## config.mk

```make
export PLATFORM = sky130hd
export DESIGN_NAME = store_commit_unit
export DESIGN_NICKNAME = d
export VERILOG_FILES = /design/src/rtl/store_commit_unit.sv
export SDC_FILE = /design/constraint.sdc
export NUM_CORES = 1
export LEC_CHECK = 0
export BUFFER_PORTS_ARGS = -buffer_cell sky130_fd_sc_hd__clkbuf_2
export CORE_ASPECT_RATIO = 0.9
export CORE_MARGIN = 1
export CORE_UTILIZATION = 45
export CTS_CLUSTER_DIAMETER = 200
export DETAILED_ROUTE_END_ITERATION = 16
export PLACE_DENSITY = 0.77
export SETUP_SLACK_MARGIN = 0.2
export SLEW_MARGIN = 20
export SYNTH_ARGS = -nofsm -noshare
export SYNTH_HDL_FRONTEND = slang
export SYNTH_SLANG_ARGS = --single-unit
```

## constraint.sdc

```tcl
create_clock -name clk -period 3.8 [get_ports clk]
set_input_delay 0.38 -clock clk [delete_from_list [all_inputs] [get_ports clk]]
set_output_delay 0.38 -clock clk [all_outputs]
set_load 0.01 [all_outputs]
```

## src/rtl/store_commit_unit.sv

```systemverilog
// Store-commit responder: latches one committed store from the ROB and serialises it
// into little-endian byte writes on the shared 8-bit RAM port, then pulses finish_store.
module store_commit_unit #(
  parameter int unsigned       ADDR_W  = 32,
  parameter logic [ADDR_W-1:0] IO_BASE = ADDR_W'(32'h0003_0000),
  parameter logic [4:0]        OP_SB   = 5'd16,
  parameter logic [4:0]        OP_SH   = 5'd17,
  parameter logic [4:0]        OP_SW   = 5'd18
) (
  input  logic              clk,
  input  logic              rst,
  input  logic              rdy,
  input  logic              rob_store_sgn,
  input  logic [4:0]        rob_store_op,
  input  logic [31:0]       rob_store_addr,
  input  logic [31:0]       rob_store_data,
  output logic              finish_store,
  output logic              busy,
  output logic              bad_op,
  output logic              mem_req,
  input  logic              mem_gnt,
  output logic [ADDR_W-1:0] mem_a,
  output logic [7:0]        mem_dout,
  output logic              mem_wr,
  input  logic              io_buffer_full
);

  typedef enum logic [1:0] {IDLE, WAIT_GNT, WRITE, DONE} state_t;

  state_t              state_q, state_d;
  logic [2:0]          k_q, k_d;
  logic [2:0]          len_q, len_d;
  logic [ADDR_W-1:0]   addr_q, addr_d;
  logic [31:0]         data_q, data_d;
  logic                finish_q, finish_d;
  logic                busy_q, busy_d;
  logic                bad_op_q, bad_op_d;
  logic                mem_req_q, mem_req_d;
  logic [ADDR_W-1:0]   mem_a_q, mem_a_d;
  logic [7:0]          mem_dout_q, mem_dout_d;
  logic                mem_wr_q, mem_wr_d;

  logic                op_valid;
  logic [2:0]          op_len;
  logic [ADDR_W-1:0]   cur_addr;
  logic [7:0]          cur_byte;
  logic                io_stall;

  always_comb begin
    op_valid = 1'b1;
    op_len   = 3'd1;
    case (rob_store_op)
      OP_SB:   op_len = 3'd1;
      OP_SH:   op_len = 3'd2;
      OP_SW:   op_len = 3'd4;
      default: op_valid = 1'b0;
    endcase
  end

  // Address arithmetic wraps naturally at ADDR_W bits.
  assign cur_addr = addr_q + ADDR_W'(k_q);
  assign cur_byte = data_q[{k_q[1:0], 3'b000} +: 8];
  assign io_stall = (cur_addr >= IO_BASE) && io_buffer_full;

  always_comb begin
    state_d    = state_q;
    k_d        = k_q;
    len_d      = len_q;
    addr_d     = addr_q;
    data_d     = data_q;
    finish_d   = finish_q;
    busy_d     = busy_q;
    bad_op_d   = bad_op_q;
    mem_req_d  = mem_req_q;
    mem_a_d    = mem_a_q;
    mem_dout_d = mem_dout_q;
    mem_wr_d   = 1'b0;

    if (rdy) begin
      finish_d = 1'b0;
      case (state_q)
        IDLE, DONE: begin
          if (state_q == DONE) begin
            finish_d  = 1'b1;
            busy_d    = 1'b1;
          end else begin
            busy_d    = 1'b0;
          end
          mem_req_d = 1'b0;
          state_d   = IDLE;
          // DONE accepts a new store exactly like IDLE so stores can run back-to-back.
          if (rob_store_sgn) begin
            addr_d = ADDR_W'(rob_store_addr);
            data_d = rob_store_data;
            k_d    = 3'd0;
            busy_d = 1'b1;
            if (op_valid) begin
              len_d     = op_len;
              mem_req_d = 1'b1;
              state_d   = WAIT_GNT;
            end else begin
              bad_op_d  = 1'b1;
              state_d   = DONE;
            end
          end
        end
        WAIT_GNT, WRITE: begin
          if (mem_gnt) begin
            state_d = WRITE;
            if (!io_stall) begin
              mem_wr_d   = 1'b1;
              mem_a_d    = cur_addr;
              mem_dout_d = cur_byte;
              k_d        = k_q + 3'd1;
              if (k_q == len_q - 3'd1) begin
                state_d = DONE;
              end
            end
          end
        end
        default: state_d = IDLE;
      endcase
    end
  end

  always_ff @(posedge clk or negedge rst) begin
    if (!rst) begin
      state_q    <= IDLE;
      k_q        <= 3'd0;
      len_q      <= 3'd0;
      addr_q     <= '0;
      data_q     <= '0;
      finish_q   <= 1'b0;
      busy_q     <= 1'b0;
      bad_op_q   <= 1'b0;
      mem_req_q  <= 1'b0;
      mem_a_q    <= '0;
      mem_dout_q <= 8'd0;
      mem_wr_q   <= 1'b0;
    end else begin
      state_q    <= state_d;
      k_q        <= k_d;
      len_q      <= len_d;
      addr_q     <= addr_d;
      data_q     <= data_d;
      finish_q   <= finish_d;
      busy_q     <= busy_d;
      bad_op_q   <= bad_op_d;
      mem_req_q  <= mem_req_d;
      mem_a_q    <= mem_a_d;
      mem_dout_q <= mem_dout_d;
      mem_wr_q   <= mem_wr_d;
    end
  end

  assign finish_store = finish_q;
  assign busy         = busy_q;
  assign bad_op       = bad_op_q;
  assign mem_req      = mem_req_q;
  assign mem_a        = mem_a_q;
  assign mem_dout     = mem_dout_q;
  assign mem_wr       = mem_wr_q;

endmodule

```

## Yosys cells after proc, flatten, opt, wreduce, memory -nomap -nowiden

Index checks and enable logic that the tools add are counted.

| word-level totals | value |
|---|---|
| register bits | 117 |
| logic and storage cells | 62 |
| input bits | 75 |
| output and inout port bits | 45 |

| cells by class | value |
|---|---|
| multiplexer cells | 21 |
| reductions and logical operators | 12 |
| equality and inequality tests | 10 |
| bitwise logic cells | 2 |
| shift-type cells | 1 |
| order comparisons | 1 |
| $add $sub $neg | 3 |

Operator list:

| operator | count |
|---|---|
| 32-bit by 3-bit adder with 32-bit output | 1 |
| 32-bit by 18-bit greater-or-equal comparator with 1-bit output, second input constant | 1 |
| 32-bit by 6-bit indexed part select with 8-bit output | 1 |
| 4-bit AND reduction | 4 |
| 5-bit equality test, second input constant | 3 |
| 1-bit two-way mux | 12 |
| 3-bit one-hot mux with 2 select lines | 2 |
| 3-bit two-way mux | 3 |
| 2-bit two-way mux | 3 |
| 2-bit != test, second input constant | 3 |
| 2-bit equality test, second input constant | 2 |
| 2-bit one-hot mux with 2 select lines | 1 |
| 2-bit AND reduction | 2 |
| 2-bit OR reduction | 2 |
| 3-bit by 1-bit adder with 3-bit output, second input constant | 1 |
| 3-bit equality test | 1 |
| 3-bit AND reduction | 1 |
| 3-bit OR reduction | 1 |
| 3-bit by 1-bit subtractor with 3-bit output, second input constant | 1 |
| 2-bit by 1-bit equality test with 1-bit output, second input constant | 1 |
| 2-bit zero test | 1 |
| 1-bit inverter | 2 |
| 1-bit logical AND | 1 |

## Logic depth before layout (Yosys ltp)

Gate-level depths: netlist (run 1).

| logic depth | value |
|---|---|
| word-level depth | 7 |
| mapped depth | 11 |
| depth with buffers taken out | 10 |

## Worst setup path after synthesis (run 1)

OpenSTA, ideal clock, no wires.

| timing path | value |
|---|---|
| path type | register to register |
| start | register k_q[1] |
| end | register mem_a_q[0], in the netlist mem_a[0] |
| cell stages (with the launch flop) | 11 |
| arrival time | 3165 ps |
| library setup time | 125 ps |
| clock period less this slack | 3290 ps |
| path buffers | 1 |
| slack | 510 ps |
| required time | 3675 ps |
| cells stage by stage | dfrtp_1 > ha_1 > a21o_1 > a21oi_2 > nor3_2 > a211o_1 > a221o_1 > o41ai_4 > nand4_4 > buf_6 > mux2_4 |

| on the way | value |
|---|---|
| cells in the longest elaborated chain, start to end | 5 |

RTL lines:

| what | line | text |
|---|---|---|
| start, declared | 31 | `logic [2:0] k_q, k_d;` |
| start signal, assigned | 142 | `k_q <= k_d;` |
| 32-bit by 3-bit adder with 32-bit output | 61 | `assign cur_addr = addr_q + ADDR_W'(k_q);` |
| 32-bit by 18-bit greater-or-equal comparator with 1-bit output | 63 | `assign io_stall = (cur_addr >= IO_BASE) && io_buffer_full;` |
| 1-bit logical AND | 63 |  |
| 1-bit inverter (no line) | - |  |
| 4-bit AND reduction (no line) | - |  |
| end signal, assigned | 150 | `mem_a_q <= mem_a_d;` |
| end, declared | 39 | `logic [ADDR_W-1:0] mem_a_q, mem_a_d;` |

Every way passes these cells.
A chain may end at the register's enable or synchronous reset.

## Worst setup path after layout (run 1)

| timing path | value |
|---|---|
| start | register addr_q[12] |
| end | register mem_a_q[26], in the netlist mem_a[26] |

| on the way | value |
|---|---|
| cells in the longest elaborated chain, start to end | 5 |

RTL lines:

| what | line | text |
|---|---|---|
| start, declared | 33 | `logic [ADDR_W-1:0] addr_q, addr_d;` |
| start signal, assigned | 144 | `addr_q <= addr_d;` |
| 32-bit by 3-bit adder with 32-bit output * | 61 |  |
| 32-bit by 18-bit greater-or-equal comparator with 1-bit output | 63 |  |
| 1-bit logical AND | 63 |  |
| 1-bit inverter (no line) | - |  |
| 4-bit AND reduction (no line) | - |  |

Mark *: on every way between the ends. The rest lies on a longest branch, timed or not.

==> results of run 1 <==
==> logic make-up (layout without fill, tap and decap cells) <==
group | count (synthesis) | in the layout | share of synthesized area, %
xor gates and xnor gates | 37 | 37 | 5.63
AOI/OAI and AO/OA | 28 | 28 | 3.74
adders and majority gates | 7 | 7 | 1.65
muxes | 115 | 115 | 26.4
DFF | 117 | 117 | 50.8
and+or+nand+nor | 98 | 98 | 9.23
buffers and inverters | 31 | 169 | 2.54
==> power by group <==
group	leakage (nW)	switching, mW	internal (mW)
clock	0.302	0.542	1.11
combinational	1.75	1.02	1.38
sequential	1.40	0.538	1.87
total	3.45	2.10	4.37
==> cell type report <==
type	count	area [µm²]
Clock buffer	24	502
Clock inverter	8	120
Timing Repair Buffer	129	706
Tap cell	160	200
Multi-Input combinational cell	285	2720
Inverter	8	30.0
Sequential cell	117	2930
Fill cell	1001	5060
==> cells in the mapped netlist (2+ instances only) <==
cell        n  area (µm²)
dfrtp_1   117        2930
mux2_2     66         743
mux2_4     37         556
nand2_1    29         109
xnor2_1    20         175
nor2_1     17        63.8
xor2_1     17         149
clkbuf_1   13        48.8
and3_1      9        56.3
inv_1       8        30.0
mux4_2      8         180
nand3_1     8        40.0
nand4_1     8        50.1
a21oi_1     6        30.0
buf_1       6        22.5
ha_1        6        75.1
and4_1      5        43.8
nor4_1      5        31.3
o21ai_0     5        25.0
buf_6       4        45.0
mux2i_1     4        40.0
nor3_1      4        20.0
a21o_1      3        22.5
a221o_1     3        30.0
a211o_1     2        17.5
a31oi_1     2        12.5
and2_1      2        12.5
o31ai_1     2        15.0
or3_1       2        12.5
==> per-stage QoR <==
stage,std cells,area [µm²]
final,731,7200
after CTS,729,7150
after global routing,731,7200
after global placement,697,6530
after floorplan,433,5760
after detailed placement,697,6530
==> sequential cells by signal, indices dropped and copies added (netlist names) <==
| signal | cells |
|---|---|
| addr_q | 32 |
| bad_op | 1 |
| busy | 1 |
| data_q | 32 |
| finish_store | 1 |
| k_q | 3 |
| len_q | 3 |
| mem_a | 32 |
| mem_dout | 8 |
| mem_req | 1 |
| mem_wr | 1 |
| state_q | 2 |
==> repair_timing <==
item | in CTS | in global routing
setup endpoints to repair | 0 | 41
setup buffers | 0 | 2
hold endpoints to repair | 0 | 0
resized for setup | 0 | 6
==> worst max-delay path, stage by stage, from the launching register on <==
cell       delay [ns]
dfrtp_1          0.40
nand2_1          0.18
or3_1            0.48
or4_4            0.58
nand4bb_1        0.20
a22o_1           0.25
o41ai_4          0.31
buf_4            0.20
nand4_4          0.11
buf_6            0.24
mux2_4           0.33
==> worst paths after layout <==
path                            startpoint    endpoint  slack, ns  cells after the start
max                             addr_q[12]   mem_a[26]       0.38                     10
min                                    rst   mem_a[13]       0.01                      1
max reg2reg                     addr_q[12]   mem_a[26]       0.38                     10
min reg2reg                         bad_op      bad_op       0.48                      1
max in group asynchronous              rst  state_q[1]       3.14                      2
min in group clk           rob_store_op[0]    len_q[0]       0.19                      2
==> per-layer routing <==
metal	part of all wire [%]	wire (µm)	track usage [%]	up-vias
met5	0	0	0	-
met4	1.8	219	7.23	0
met3	5.7	695	7.26	20
met2	50	6020	32.4	96
met1	43	5210	23.6	1930
li1	-	-	-	1807
==> impl_metrics.env, run 1 <==
export IMPL_status="finished, final reports clean"
export IMPL_tns_ns=0
export IMPL_syn_to_final_growth_pct=25.1
export IMPL_antenna_found_initial=0
export IMPL_place_hpwl_um=8680
export IMPL_die_y_um=109
export IMPL_postCtsHoldBufs=0
export IMPL_grt_pass1_wl_um=19400
export IMPL_drive_gt1_share_pct=49.4
export IMPL_antenna_cells=0
export IMPL_clk_pin_slew_ns=0.05
export IMPL_rsz0062_at_grt="false"
export IMPL_timing_final_hold_violations=0
export IMPL_required_ns=4.09
export IMPL_peakVddDrop_mv=0.407
export IMPL_wl_per_cell_um=16.6
export IMPL_num_rows=38
export IMPL_powerDensity_mw_per_mm2=898
export IMPL_setup_slack_ns=0.379
export IMPL_pre_cts_ws_ns=0.231
export IMPL_path_class="reg -> reg"
export IMPL_syn_inst=433
export IMPL_start_kind="register"
export IMPL_htreeDepth=4
export IMPL_cts_tree="done"
export IMPL_cts_root_buf="clkbuf_16"
export IMPL_ys_warnings_count=0
export IMPL_gr_total_overflow=0
export IMPL_seq_area_frac_synth_pct=50.8
export IMPL_final_common_cell="clkbuf_2"
export IMPL_end_kind="register"
export IMPL_post_route_drc_count=0
export IMPL_period_share_pct=90.0
export IMPL_initial_core_util_pct=47.0
export IMPL_clock_skew_final_ns=0.00865
export IMPL_max_cap_viol_count=0
export IMPL_grt_pass1_vias=3982
export IMPL_finalSetupViolCount=0
export IMPL_synth_edf_count=0
export IMPL_synth_nets=515
export IMPL_cp_max_fo=27
export IMPL_numCtsBuffers=17
export IMPL_slew_headroom_pct=45.0
export IMPL_hold_path_class="in -> async"
export IMPL_die_width_um=121
export IMPL_viasPerCell=5.27
export IMPL_final_nets=640
export IMPL_drt_total_wl_um=12100
export IMPL_leakage_nw=3.45
export IMPL_grt_usage_pct=19.6
export IMPL_ys_ff_latch=117
export IMPL_io_pins=120
export IMPL_gp_congestion=0.825
export IMPL_ant_nets=0
export IMPL_die_area_mm2=0.0133
export IMPL_io_buffers=119
export IMPL_drt_pass1_iterations=4
export IMPL_period_minus_slack_ns=3.42
export IMPL_cp_arrival_ns=3.71
export IMPL_final_cell_mix="clkbuf_2, dfrtp_1, mux2_2"
export IMPL_syn_area_mm2=0.00576
export IMPL_core_region_area_mm2=0.0123
export IMPL_netlist_cell_type_count=44
export IMPL_clockBufferDepth=2
export IMPL_clkLatencyLatePin_ns=0.41
export IMPL_maxSlewViolCount=0
export IMPL_grt_max_degree=82
export IMPL_num_vias=3853
export IMPL_worst_hold_slack_ns=0.0100
export IMPL_max_freq_ghz=0.292
export IMPL_tightest_slew_ns=0.825
export IMPL_drt_initial_drc_count=193
export IMPL_clock_sinks=117
export IMPL_finalPower_mw=6.47
export IMPL_synthArstFlopShare_pct=100
export IMPL_post_route_util_pct=58.7
export IMPL_synth_main_ff_cell="dfrtp_1"
export IMPL_syn_avg_cell_area_um2=13.3
No activity file was read; power rests on OpenSTA's default activity.
==> run 2: changes to the inputs <==
==> constraint.sdc (replaced) <==
create_clock -name clk -period 3.8 [get_ports clk]
set_input_delay 0.19 -clock clk [delete_from_list [all_inputs] [get_ports clk]]
set_output_delay 0.19 -clock clk [all_outputs]
set_load 0.01 [all_outputs]
==> impl_metrics.env, run 2 (same netlist as run 1, synthesis figures left out) <==
export IMPL_maxSlewViolCount=0
export IMPL_drt_pass1_iterations=4
export IMPL_fill_cells=951
export IMPL_grt_pass1_wl_um=20500
export IMPL_max_cap_viol_count=0
export IMPL_powerDensity_mw_per_mm2=851
export IMPL_ant_nets=0
export IMPL_drt_initial_drc_count=153
export IMPL_path_class="reg -> reg"
export IMPL_pre_cts_ws_ns=0.238
export IMPL_hold_path_cell_count=2
export IMPL_timing_final_hold_violations=0
export IMPL_cp_arrival_ns=3.69
export IMPL_slew_headroom_pct=42.4
export IMPL_end_kind="register"
export IMPL_max_freq_ghz=0.295
export IMPL_final_common_cell="clkbuf_2"
export IMPL_hold_path_class="in -> reg"
export IMPL_antenna_found_initial=1
export IMPL_die_width_um=121
export IMPL_num_rows=38
export IMPL_cts_root_buf="clkbuf_16"
export IMPL_r2r_start="k_q[2]"
export IMPL_initial_core_util_pct=47.0
export IMPL_peakVddDrop_mv=0.464
export IMPL_rsz0062_at_grt="false"
export IMPL_crit_path_frequent_cell="buf_4"
export IMPL_critical_path_slowest_cell="dfrtp_1"
export IMPL_dpl_cell_count=698
export IMPL_slowest_delay_ns=0.45
export IMPL_htreeDepth=4
export IMPL_post_route_util_pct=61.2
export IMPL_period_share_pct=89.2
export IMPL_antenna_cells=0
export IMPL_tns_ns=0
export IMPL_die_y_um=109
export IMPL_startpoint="k_q[2]"
export IMPL_hp_start="rob_store_data[6]"
export IMPL_clk_pin_slew_ns=0.05
export IMPL_core_region_area_mm2=0.0123
export IMPL_finalSetupViolCount=0
export IMPL_grt_usage_pct=20.5
export IMPL_post_route_drc_count=0
export IMPL_path_depth=11
export IMPL_gr_total_overflow=0
export IMPL_path_buf_inv=3
export IMPL_status="finished, final reports clean"
export IMPL_numCtsBuffers=17
export IMPL_tightest_slew_ns=0.865
export IMPL_design_area_mm2=0.00751
export IMPL_crit_chain="ha_1 -> a21oi_1 -> buf_4 -> or4_4 -> nand4bb_1 -> a22o_1 -> o41ai_4 -> buf_4 -> nand4_4 -> buf_6 -> mux2_4"
export IMPL_drt_total_wl_um=12600
export IMPL_io_pins=120
export IMPL_clock_sinks=117
export IMPL_final_cell_mix="clkbuf_2, dfrtp_1, mux2_2"
export IMPL_drive_gt1_share_pct=46.7
export IMPL_cts_tree="done"
export IMPL_setup_slack_ns=0.409
export IMPL_finalPower_mw=6.39
export IMPL_cp_max_fo=27
export IMPL_place_hpwl_um=8430
export IMPL_io_buffers=119
export IMPL_die_area_mm2=0.0133
export IMPL_wl_per_cell_um=16.4
export IMPL_syn_to_final_growth_pct=30.4
export IMPL_grt_max_degree=70
export IMPL_start_kind="register"
export IMPL_viasPerCell=5.25
export IMPL_required_ns=4.10
export IMPL_clockBufferDepth=2
export IMPL_layout_cells_non_filler=768
export IMPL_grt_pass1_vias=4313
export IMPL_final_nets=677
export IMPL_period_minus_slack_ns=3.39
export IMPL_gp_congestion=0.833
export IMPL_critical_path_top_delay_family="simple AND/OR/NAND/NOR gates"
export IMPL_worst_hold_slack_ns=0.0137
export IMPL_leakage_nw=3.58
export IMPL_num_vias=4034
export IMPL_clock_skew_final_ns=0.00702
export IMPL_placed_area_mm2=0.00652
export IMPL_worstRegToRegCells=11
export IMPL_clkLatencyLatePin_ns=0.42
-- run 2: changes by cell type in the layout (fill, tap and decap cells not counted), sizes merged --
cell         delta
dlygate4sd3    +35
buf             +2
bufinv          -2
clkinv          +2
-- run 2: per-layer routing --
| layer | vias up | wire length, µm | share of wire, % | GRT usage (%) |
|---|---|---|---|---|
| li1 | 1884 | - | - | - |
| met3 | 23 | 793 | 6.3 | 7.00 |
| met1 | 2006 | 5360 | 43 | 24.6 |
| met5 | - | 13 | 0.10 | 0 |
| met4 | 2 | 280 | 2.2 | 10.1 |
| met2 | 119 | 6150 | 49 | 33.2 |
-- run 2: layout make-up --
| type | count | area, µm² | area share (%) |
|---|---|---|---|
| multi-input cells | 285 | 2730 | 36.4 |
| inverters | 8 | 30.0 | 0.400 |
| clock buffers | 24 | 492 | 6.55 |
| well taps | 160 | 200 | 2.67 |
| flip-flops and latches | 117 | 2930 | 39.0 |
| repair buffers | 166 | 1050 | 14.0 |
| clock inverters | 8 | 73.8 | 0.983 |
-- run 2: path summary, 6_finish.rpt --
check / end / slack, ns
hold reg to reg: bad_op / 0.47
setup / recovery: mem_a[27] / 0.41
min in group asynchronous: mem_a[13] / 0.44
setup reg to reg: mem_a[27] / 0.41
max in group asynchronous: data_q[22] / 2.50
hold / removal: data_q[6] / 0.01
-- run 2: timing repair --
| item | 4_1_cts | 5_1_grt |
|---|---|---|
| buffers inserted | 0 | 3 |
| hold endpoints to repair | 99 | 1 |
| resized for setup | 0 | 8 |
| hold buffers | 34 | 1 |
| setup endpoints to repair | 0 | 41 |
-- run 2: worst register-to-register path, delay by kind of cell (launching register included) --
| family | cells | cell delay, ns |
|---|---|---|
| AND/OR/NAND/NOR | 3 | 0.74 |
| AO/OA/AOI/OAI | 3 | 0.71 |
| buffers and inverters | 3 | 0.60 |
| flip-flops | 1 | 0.45 |
| adder cells (fa/ha/maj) | 1 | 0.43 |
| multiplexers | 1 | 0.34 |
-- run 2: power by group --
group / switching [mW] / internal [mW] / total, mW
sequential: 0.543 / 1.87 / 2.42
clock: 0.554 / 0.963 / 1.52
combinational: 1.04 / 1.42 / 2.46
==> run 3: changes to the inputs <==
--- a/config.mk
+++ b/config.mk
@@ -11,7 +11,7 @@
 export CORE_UTILIZATION = 45
 export CTS_CLUSTER_DIAMETER = 200
 export DETAILED_ROUTE_END_ITERATION = 16
-export PLACE_DENSITY = 0.77
+export PLACE_DENSITY = 0.68
 export SETUP_SLACK_MARGIN = 0.2
 export SLEW_MARGIN = 20
 export SYNTH_ARGS = -nofsm -noshare
==> impl_metrics.env, run 3 (same netlist as run 1, synthesis figures left out) <==
export IMPL_cp_arrival_ns=3.76
export IMPL_max_cap_viol_count=0
export IMPL_period_share_pct=91.1
export IMPL_drt_pass1_iterations=4
export IMPL_slew_headroom_pct=40.1
export IMPL_place_hpwl_um=8660
export IMPL_num_vias=4062
export IMPL_initial_core_util_pct=47.0
export IMPL_htreeDepth=4
export IMPL_path_class="reg -> reg"
export IMPL_gp_congestion=0.771
export IMPL_clkPwrFrac_pct=26.5
export IMPL_cts_root_buf="clkbuf_16"
export IMPL_powerDensity_mw_per_mm2=867
export IMPL_clk_pin_slew_ns=0.06
export IMPL_cts_tree="done"
export IMPL_period_minus_slack_ns=3.46
export IMPL_max_freq_ghz=0.289
export IMPL_post_route_drc_count=0
export IMPL_leakage_nw=3.69
export IMPL_worst_hold_slack_ns=0.0154
export IMPL_p_int_mw=4.52
export IMPL_clockBufferDepth=2
export IMPL_clkLatencyLatePin_ns=0.42
export IMPL_pre_cts_ws_ns=0.237
export IMPL_grt_usage_pct=21.1
export IMPL_io_pins=120
export IMPL_end_kind="register"
export IMPL_rsz0062_at_grt="false"
export IMPL_viasPerCell=5.21
export IMPL_drt_total_wl_um=13000
export IMPL_timing_final_hold_violations=0
export IMPL_p_comb_share_pct=37.5
export IMPL_io_buffers=119
export IMPL_wl_per_cell_um=16.6
export IMPL_core_region_area_mm2=0.0123
export IMPL_antenna_cells=0
export IMPL_hold_path_class="in -> reg"
export IMPL_sw_frac_of_total_pct=32.4
export IMPL_final_nets=689
export IMPL_required_ns=4.10
export IMPL_die_y_um=109
export IMPL_gr_total_overflow=0
export IMPL_die_area_mm2=0.0133
export IMPL_drt_initial_drc_count=133
export IMPL_p_seq_share_pct=36.1
export IMPL_clock_skew_final_ns=0.00953
export IMPL_cp_max_fo=18
export IMPL_peakVddDrop_mv=0.395
export IMPL_die_width_um=121
export IMPL_start_kind="register"
export IMPL_antenna_found_initial=0
export IMPL_final_common_cell="clkbuf_2"
export IMPL_final_cell_mix="clkbuf_2, dfrtp_1, mux2_2"
export IMPL_num_rows=38
export IMPL_drive_gt1_share_pct=47.3
export IMPL_grt_pass1_vias=4263
export IMPL_grt_pass1_wl_um=20900
export IMPL_clock_sinks=117
export IMPL_numCtsBuffers=17
export IMPL_syn_to_final_growth_pct=34.0
export IMPL_power_switching_mw=2.17
export IMPL_grt_max_degree=50
export IMPL_tightest_slew_ns=0.898
export IMPL_tns_ns=0
export IMPL_ant_nets=0
export IMPL_status="finished, final reports clean"
export IMPL_finalSetupViolCount=0
export IMPL_maxSlewViolCount=0
export IMPL_setup_slack_ns=0.338
## run 3: layer usage
metal	track usage (%)	vias to the layer above	wire [µm]
li1	-	1906	-
met1	25.0	2015	5450
met2	35.8	109	6590
met3	5.71	32	597
met4	10.2	0	332
met5	0	-	0
## run 3: critical path, stage by stage (launching register included)
cell	delay [ns]
dfrtp_1	0.45
and3_1	0.28
nand4_4	0.16
buf_4	0.19
or4_4	0.55
nand4bb_1	0.20
a22o_1	0.24
o41ai_4	0.31
buf_4	0.20
nand4_4	0.20
buf_12	0.23
mux2_4	0.31
## run 3: through the flow
| stage | util (%) | instances | power [mW] | area [µm²] |
|---|---|---|---|---|
| after floorplan | - | 433 | 4.08 | 5760 |
| after global placement | 53.6 | 703 | 4.74 | 6570 |
| after detailed placement | 53.6 | 703 | 4.86 | 6570 |
| after CTS | 62.2 | 775 | 6.69 | 7630 |
| after global routing | 62.9 | 780 | 7.10 | 7720 |
| final | 62.9 | 780 | 6.69 | 7720 |
## run 3: cell type report
cell class	instances	area, µm²
Multi-Input combinational cell	285	2710
Sequential cell	117	2930
Timing Repair Buffer	178	1190
Clock inverter	12	201
Inverter	8	30.0
Clock buffer	20	457
Fill cell	934	4550
Tap cell	160	200
## run 3: final timing paths
kind | startpoint | endpoint | slack (ns) | depth (start not counted)
hold reg to reg | mem_req | mem_req | 0.48 | 2
setup / recovery | addr_q[14] | mem_a[30] | 0.34 | 11
min in group asynchronous | rst | mem_a[27] | 0.33 | 2
hold / removal | rob_store_data[6] | data_q[6] | 0.02 | 2
max in group asynchronous | rst | addr_q[3] | 2.49 | 3
setup reg to reg | addr_q[14] | mem_a[30] | 0.34 | 11
## run 3: repair_timing
action	4_1_cts	5_1_grt
hold buffers	40	0
gates resized for setup	0	6
endpoints found under the setup margin	0	39
endpoints found under the hold margin	85	0
buffers inserted	0	3
## run 3: power by group through the flow
stage | Sequential [mW] | Clock, mW | Combinational, mW
after CTS | 2.40 | 1.80 | 2.49
after detailed placement | 2.41 | 0 | 2.45
final | 2.41 | 1.77 | 2.50
after global placement | 2.38 | 0 | 2.36
after global routing | 2.50 | 1.86 | 2.75
after floorplan | 2.34 | 0 | 1.74
